==> src/rtl/fwd_hazard_unit.sv <==
// Operand forwarding and load-use hazard detection for an in-order pipeline.
// Tracks DEPTH in-flight producers and resolves rs/rt against them each cycle.

module fwd_resolve #(
  parameter int DATA_W   = 32,
  parameter int DEPTH    = 3,
  parameter int LOAD_RDY = 1
) (
  input  logic [DEPTH-1:0]        valid,
  input  logic [DEPTH-1:0]        we,
  input  logic [DEPTH-1:0]        load,
  input  logic [DEPTH-1:0][4:0]   rd,
  input  logic [4:0]              src,
  input  logic                    used,
  input  logic [DEPTH*DATA_W-1:0] slot_data,
  output logic                    hit,
  output logic                    pend,
  output logic [1:0]              sel,
  output logic [DATA_W-1:0]       data
);
  logic       win_vld;
  logic [1:0] win;

  always_comb begin
    win_vld = 1'b0;
    win     = 2'd0;
    // Scan oldest to youngest so the youngest match is the one left standing.
    for (int i = DEPTH-1; i >= 0; i--) begin
      if (valid[i] && we[i] && rd[i] == src && src != 5'd0 && used) begin
        win_vld = 1'b1;
        win     = 2'(i);
      end
    end
    hit  = 1'b0;
    pend = 1'b0;
    sel  = 2'd0;
    data = '0;
    if (win_vld) begin
      if (load[win] && int'(win) < LOAD_RDY) begin
        pend = 1'b1;
      end else begin
        hit  = 1'b1;
        sel  = win;
        data = slot_data[win*DATA_W +: DATA_W];
      end
    end
  end
endmodule

module fwd_hazard_unit #(
  parameter int DATA_W   = 32,
  parameter int DEPTH    = 3,
  parameter int LOAD_RDY = 1
) (
  input  logic                    clk,
  input  logic                    rst_n,
  input  logic                    flush,
  input  logic                    id_valid,
  input  logic [4:0]              id_rs,
  input  logic [4:0]              id_rt,
  input  logic                    id_rs_used,
  input  logic                    id_rt_used,
  input  logic [4:0]              id_rd,
  input  logic                    id_we,
  input  logic                    id_load,
  input  logic [DEPTH*DATA_W-1:0] slot_data,
  output logic                    rs_hit,
  output logic                    rt_hit,
  output logic [DATA_W-1:0]       rs_data,
  output logic [DATA_W-1:0]       rt_data,
  output logic [1:0]              rs_sel,
  output logic [1:0]              rt_sel,
  output logic                    stall,
  output logic [15:0]             stall_cnt
);
  logic [DEPTH-1:0]      s_valid, s_we, s_load;
  logic [DEPTH-1:0][4:0] s_rd;

  // Operand 0 is rs, operand 1 is rt.
  logic [1:0][4:0]        src;
  logic [1:0]             used, hit, pend;
  logic [1:0][1:0]        sel;
  logic [1:0][DATA_W-1:0] data;

  assign src  = {id_rt, id_rs};
  assign used = {id_rt_used, id_rs_used};

  for (genvar op = 0; op < 2; op++) begin : g_op
    fwd_resolve #(.DATA_W(DATA_W), .DEPTH(DEPTH), .LOAD_RDY(LOAD_RDY)) u_res (
      .valid(s_valid), .we(s_we), .load(s_load), .rd(s_rd),
      .src(src[op]), .used(used[op]), .slot_data(slot_data),
      .hit(hit[op]), .pend(pend[op]), .sel(sel[op]), .data(data[op])
    );
  end

  assign rs_hit  = hit[0];
  assign rt_hit  = hit[1];
  assign rs_sel  = sel[0];
  assign rt_sel  = sel[1];
  assign rs_data = data[0];
  assign rt_data = data[1];
  assign stall   = id_valid & (|pend);

  always_ff @(posedge clk or negedge rst_n) begin
    if (!rst_n) begin
      s_valid   <= '0;
      s_we      <= '0;
      s_load    <= '0;
      s_rd      <= '0;
      stall_cnt <= 16'd0;
    end else if (flush) begin
      s_valid <= '0;
      s_we    <= '0;
      s_load  <= '0;
      s_rd    <= '0;
    end else begin
      for (int i = DEPTH-1; i >= 1; i--) begin
        s_valid[i] <= s_valid[i-1];
        s_we[i]    <= s_we[i-1];
        s_load[i]  <= s_load[i-1];
        s_rd[i]    <= s_rd[i-1];
      end
      // A stalled decode instruction re-presents next cycle; slot 0 gets a bubble.
      s_valid[0] <= stall ? 1'b0 : id_valid;
      s_we[0]    <= stall ? 1'b0 : id_we;
      s_load[0]  <= stall ? 1'b0 : id_load;
      s_rd[0]    <= stall ? 5'd0 : id_rd;
      if (stall && stall_cnt != 16'hFFFF)
        stall_cnt <= stall_cnt + 16'd1;
    end
  end
endmodule

==> config.mk <==
export PLATFORM = sky130hd
export DESIGN_NAME = fwd_hazard_unit
export DESIGN_NICKNAME = d
export VERILOG_FILES = /design/src/rtl/fwd_hazard_unit.sv
export SDC_FILE = /design/constraint.sdc
export NUM_CORES = 1
export LEC_CHECK = 0
export CORE_MARGIN = 1.5
export CORE_UTILIZATION = 41
export DETAILED_ROUTE_END_ITERATION = 10
export GPL_TIMING_DRIVEN = 0
export PLACE_DENSITY = 0.85
export SLEW_MARGIN = 0
export SYNTH_ARGS = -nofsm -noshare
export SYNTH_HDL_FRONTEND = slang
export SYNTH_SLANG_ARGS = --single-unit
==> constraint.sdc <==
create_clock -name clk -period 2.4 [get_ports clk]
set_clock_uncertainty 0.05 [all_clocks]
set_input_delay 0.24 -clock clk [delete_from_list [all_inputs] [get_ports clk]]
set_output_delay 0.24 -clock clk [all_outputs]
set_load 0.03 [all_outputs]
### Word level (Yosys, flattened, before mapping)

Index checks and enable logic that the tools add are counted.

* $add $sub $neg: 1
* $lt $le $gt $ge: 4
* eq/ne operators: 7
* shift-type cells: 2
* multiplexer cells: 40
* bitwise logic cells: 2
* reductions and logical operators: 28

Operators by type and width (number)
* $shiftx A96 B8 Y32: 2
* $mux W32: 4
* $eq A5 B5 Y1: 6
* $logic_and A1 B1 Y1: 24
* $mux W2: 10
* $mux W1: 19
* $add A16 B1 Y16 const B: 1
* $ne A16 B16 Y1 const B: 1
* $mux W15: 1
* $reduce_bool A5 Y1: 2
* $mux W3: 3
* $lt A2 B3 Y1 const B: 2
* $mux W5: 1
* $bmux W1 S2: 2
* $lt A2 B1 Y1 const B: 2
* $reduce_and A2 Y1: 1
* $reduce_or A2 Y1: 1
* $and A1 B1 Y1: 1
* $not A1 Y1: 1

* flip-flop bits (word level): 40
* output and inout bits: 87
* word-level logic and storage cells: 91

### Longest topological paths before layout

* depth after elaboration: 16
* gate-level depth with buffers: 9
* depth with buffers taken out: 7

### Modules after synthesis

A second synthesis with hierarchy kept.

* cell total of the unflattened synthesis: 498
* area, all modules: 4365.4 um2

Modules (own cells, without submodules)
* fwd_resolve: times used 2, cells each 185, area each 1326.3 um2, seq. area each 0.0 um2
* fwd_hazard_unit: times used 1, cells each 128, area each 1712.9 um2, seq. area each 1001.0 um2

### Worst setup path before layout

No wires, ideal clock.

* path kind: register to output
* start: register s_rd[5] in the netlist's numbering
* end: output rs_data[20]
* data arrival time: 2.894 ns
* required time: 2.110 ns
* slack: -0.784 ns
* stages on the path, launching flop included: 8
* buffers on the path: 1
* cells stage by stage: dfrtp_1 > xnor2_1 > nand2_1 > or4_4 > buf_6 > nand2_1 > a21oi_1 > a2111oi_0

* cells in the longest elaborated chain, start to end: 11
* elaborated cells between the ends (all ways): 15

Ends and longest elaborated chain
* from (decl): line 77 `logic [DEPTH-1:0][4:0] s_rd;`
* from (signal, indexed assignment): line 121 `s_rd[i] <= s_rd[i-1];`
* $eq A5 B5 Y1 (*): line 29 `if (valid[i] && we[i] && rd[i] == src && src != 5'd0 && used) begin`
* $logic_and A1 B1 Y1 (*) (3 in a row): line 29
* parallel branches: the longest is 6 deep, another holds $shiftx A96 B8 Y32
* $mux W32 (*): line 38 `if (win_vld) begin`
* to (decl): line 69 `output logic [DATA_W-1:0] rs_data,`

Mark *: on every way between the ends. The select of a mux whose other input is x is not followed.

### Worst setup path after layout

* start: register s_rd[8] in the netlist's numbering
* end: output rs_data[18]

Same word-level chain as after synthesis.

==> flow_summary.ini <==
[critical_path]
reg2reg_slack_ns = 0.03
timing.rr.end = stall_cnt[1]$_DFFE_PN0P_
path_max_fanout = 10
endpoint_kind = output pin
critPathKind = reg -> out
arrival_ns = 2.67
required_ns = 2.11
worst-r2r-cell-count = 8
crit_path_start_kind = register
rr_startpoint = s_rd[4]$_DFF_PN0_

[power]
power_switching_mw = 0.529
internal_power_mw = 1.25
fin_total_pwr_mw = 1.78
peakVddDrop_mv = 0.487
swShare_pct = 29.8
power_density_mw_per_mm2 = 236
power.share.sequential_pct = 37.8
comb_power_share_pct = 31.2
clkPwrFrac_pct = 31.0
leakage_nw = 2.77

[global_route]
grt_overflow_total = 0
grt_max_degree = 39
grt_pass1_wl_um = 27400
grt_pass1_vias = 5420
grt.total_usage_pct = 33.9
grt_antenna_before_repair = 0

[placed_design]
io_buffers = 205
dp_slack_ns = -1.39
dp_hpwl_um = 12500
gp_congestion = 0.910
dp_cells = 870

[sta]
rsz0062_at_grt = yes
min_period_over_period_pct = 123
finalHoldViolations = 38
worst_pin_slew_ns = 0.822
slew_violations = 0
period_needed_ns = 2.96
whs_ns = -0.0165
fmaxAchievable_mhz = 337
setup_viol = 69
setup_ws_ns = -0.563
relSlewSlack_pct = 45.2

[clock_tree]
cts_tree = built
clockBufferDepth = 2
clockRootBuffer = clkbuf_8
cts_buffers = 5
cts_sinks = 38
clkTransAtPathRegs_ns = 0.08
htree_num_levels = 2
hold_buffers = 0
clk-insertion-delay-late_ns = 0.30

[drt]
viasPerCell = 6.11
drtIter0Drc = 392
drc = 0
vias = 5612
ant_nets = 0
detail_route.first_pass.iterations = 5
routedWlPerCell_um = 20.2
wl_um = 18600

[synth]
synth-seq-cells = 38
ys_async_sr_fraction_pct = 100
postSynthCellCount = 536
synth_cell_type_count = 43
synth_area_mm2 = 0.00394
synth-main-ff-cell = dfrtp_1
syn_avg_cell_area_um2 = 7.35
synth_edf_count = 0
synth_seq_area_share_pct = 24.1
yosys_warnings = 0
syn_nets = 656

[floorplan]
die-area_mm2 = 0.0102
ios = 206
initial_core_util_pct = 42.4
dieHeight_um = 101
rows = 35
coreArea_mm2 = 0.00928
die_x_um = 101

[final_layout]
multiInputGateArea_mm2 = 0.00354
nNetsFinal = 908
mostFrequentLayoutCells = clkdlybuf4s50_1 (123), buf_4 (80), nand3_1 (73)
mostFrequentLayoutCell = clkdlybuf4s50_1
area_growth_syn_to_layout_pct = 90.9
n_antenna_cell = 0
seq_area_um2 = 955
layout-drive-gt1-share_pct = 36.9
n_fill_cell = 583
finalCoreUtilization_pct = 81.0
final-instance-count-excl-fill = 918

[job]
drv_cap = 0

[worst_hold_path]
holdCritPathClass = in -> async

[status]
outcome = finished with violations
violations = negative hold slack, negative setup slack
cell type report:
type                            count  area share [%]
Tap cell                          129            2.15
Sequential cell                    38            12.7
Inverter                            4           0.200
Timing Repair Buffer              248            31.5
Buffer                             49            4.83
Clock buffer                        5           0.915
Clock inverter                      3           0.599
Multi-Input combinational cell    442            47.1
per-stage QoR:
stage               TNS, ns  area [µm²]
floorplan             -2.74        4370
global placement     -98.08        6580
detailed placement  -101.05        6580
CTS                  -28.41        7200
global route         -35.53        7520
finish               -29.50        7520
layer usage:
layer	wire length (µm)	global-route usage (%)
met5	0	0
met4	993	15.8
met3	1610	4.79
met2	9380	61.0
met1	6570	39.8
power by group through the flow:
stage / sequential [mW] / combinational [mW] / clock, mW
finish: 0.672 / 0.554 / 0.552
global placement: 0.681 / 0.453 / 0
CTS: 0.670 / 0.510 / 0.554
detailed placement: 0.683 / 0.462 / 0
global route: 0.674 / 0.580 / 0.589
floorplan: 0.678 / 0.177 / 0
worst max-delay path by stage:
| stage | start | end | slack (ns) | cells past startpoint |
|---|---|---|---|---|
| after floorplan | s_rd[5]$_DFF_PN0_ | rs_data[23] | -0.14 | 8 |
| after global placement | id_rs[1] | rs_data[8] | -1.37 | 7 |
| after detailed placement | id_rs[1] | rs_data[7] | -1.39 | 7 |
| after CTS | s_rd[5]$_DFF_PN0_ | rs_data[18] | -0.54 | 9 |
| after global routing | s_rd[8]$_DFF_PN0_ | rs_data[18] | -0.64 | 9 |
| final | s_rd[8]$_DFF_PN0_ | rs_data[18] | -0.56 | 9 |
flip-flops by register name, indices dropped and copies added (netlist names):
register   count
stall_cnt     16
s_rd          15
s_valid        3
s_we           3
s_load         1
cells by family (layout without fill, tap and decap cells):
| group | count (synthesis) | count (layout) | synth area share, % |
|---|---|---|---|
| AOI/OAI and AO/OA | 107 | 107 | 22.0 |
| xor gates and xnor gates | 45 | 45 | 10.0 |
| adders and majority gates | 1 | 1 | 0.318 |
| buffers and inverters | 56 | 309 | 6.48 |
| DFF | 38 | 38 | 24.1 |
| muxes | 1 | 1 | 0.286 |
| and+or+nand+nor | 288 | 288 | 36.8 |
worst max-delay path, stage by stage (launching register included):
cell      delay (ns)
dfrtp_1         0.43
xnor2_1         0.17
nand2_1         0.12
or4_4           0.57
a211oi_4        0.28
buf_6           0.15
buf_6           0.14
nor2_1          0.07
a311oi_4        0.25
buf_6           0.18
what timing repair did:
| action | in CTS | in global routing |
|---|---|---|
| buffers inserted | 34 | 9 |
| pin swaps | 28 | 28 |
| setup endpoints to repair | 95 | 84 |
| gates cloned | 3 | 0 |
| gates resized for setup | 538 | 104 |
cells in the mapped netlist, drive strengths merged, types with 3 or more instances:
cell    number  area [µm²]
nor4         3        18.8
o21ai       33         165
dfrtp       38         951
nand4       13        81.3
nand3       73         365
nand2       42         158
or4          3        26.3
a21oi        3        15.0
a31oi       33         206
buf         18         113
xnor2       28         245
and2         4        25.0
inv          4        15.0
clkbuf      34         128
xor2        17         149
nor3        40         200
nor2        70         263
nor2b       15        93.8
and3         8        50.1
a311oi      32         412
nor3b        8        95.1
(Power assumes the default switching activity.)
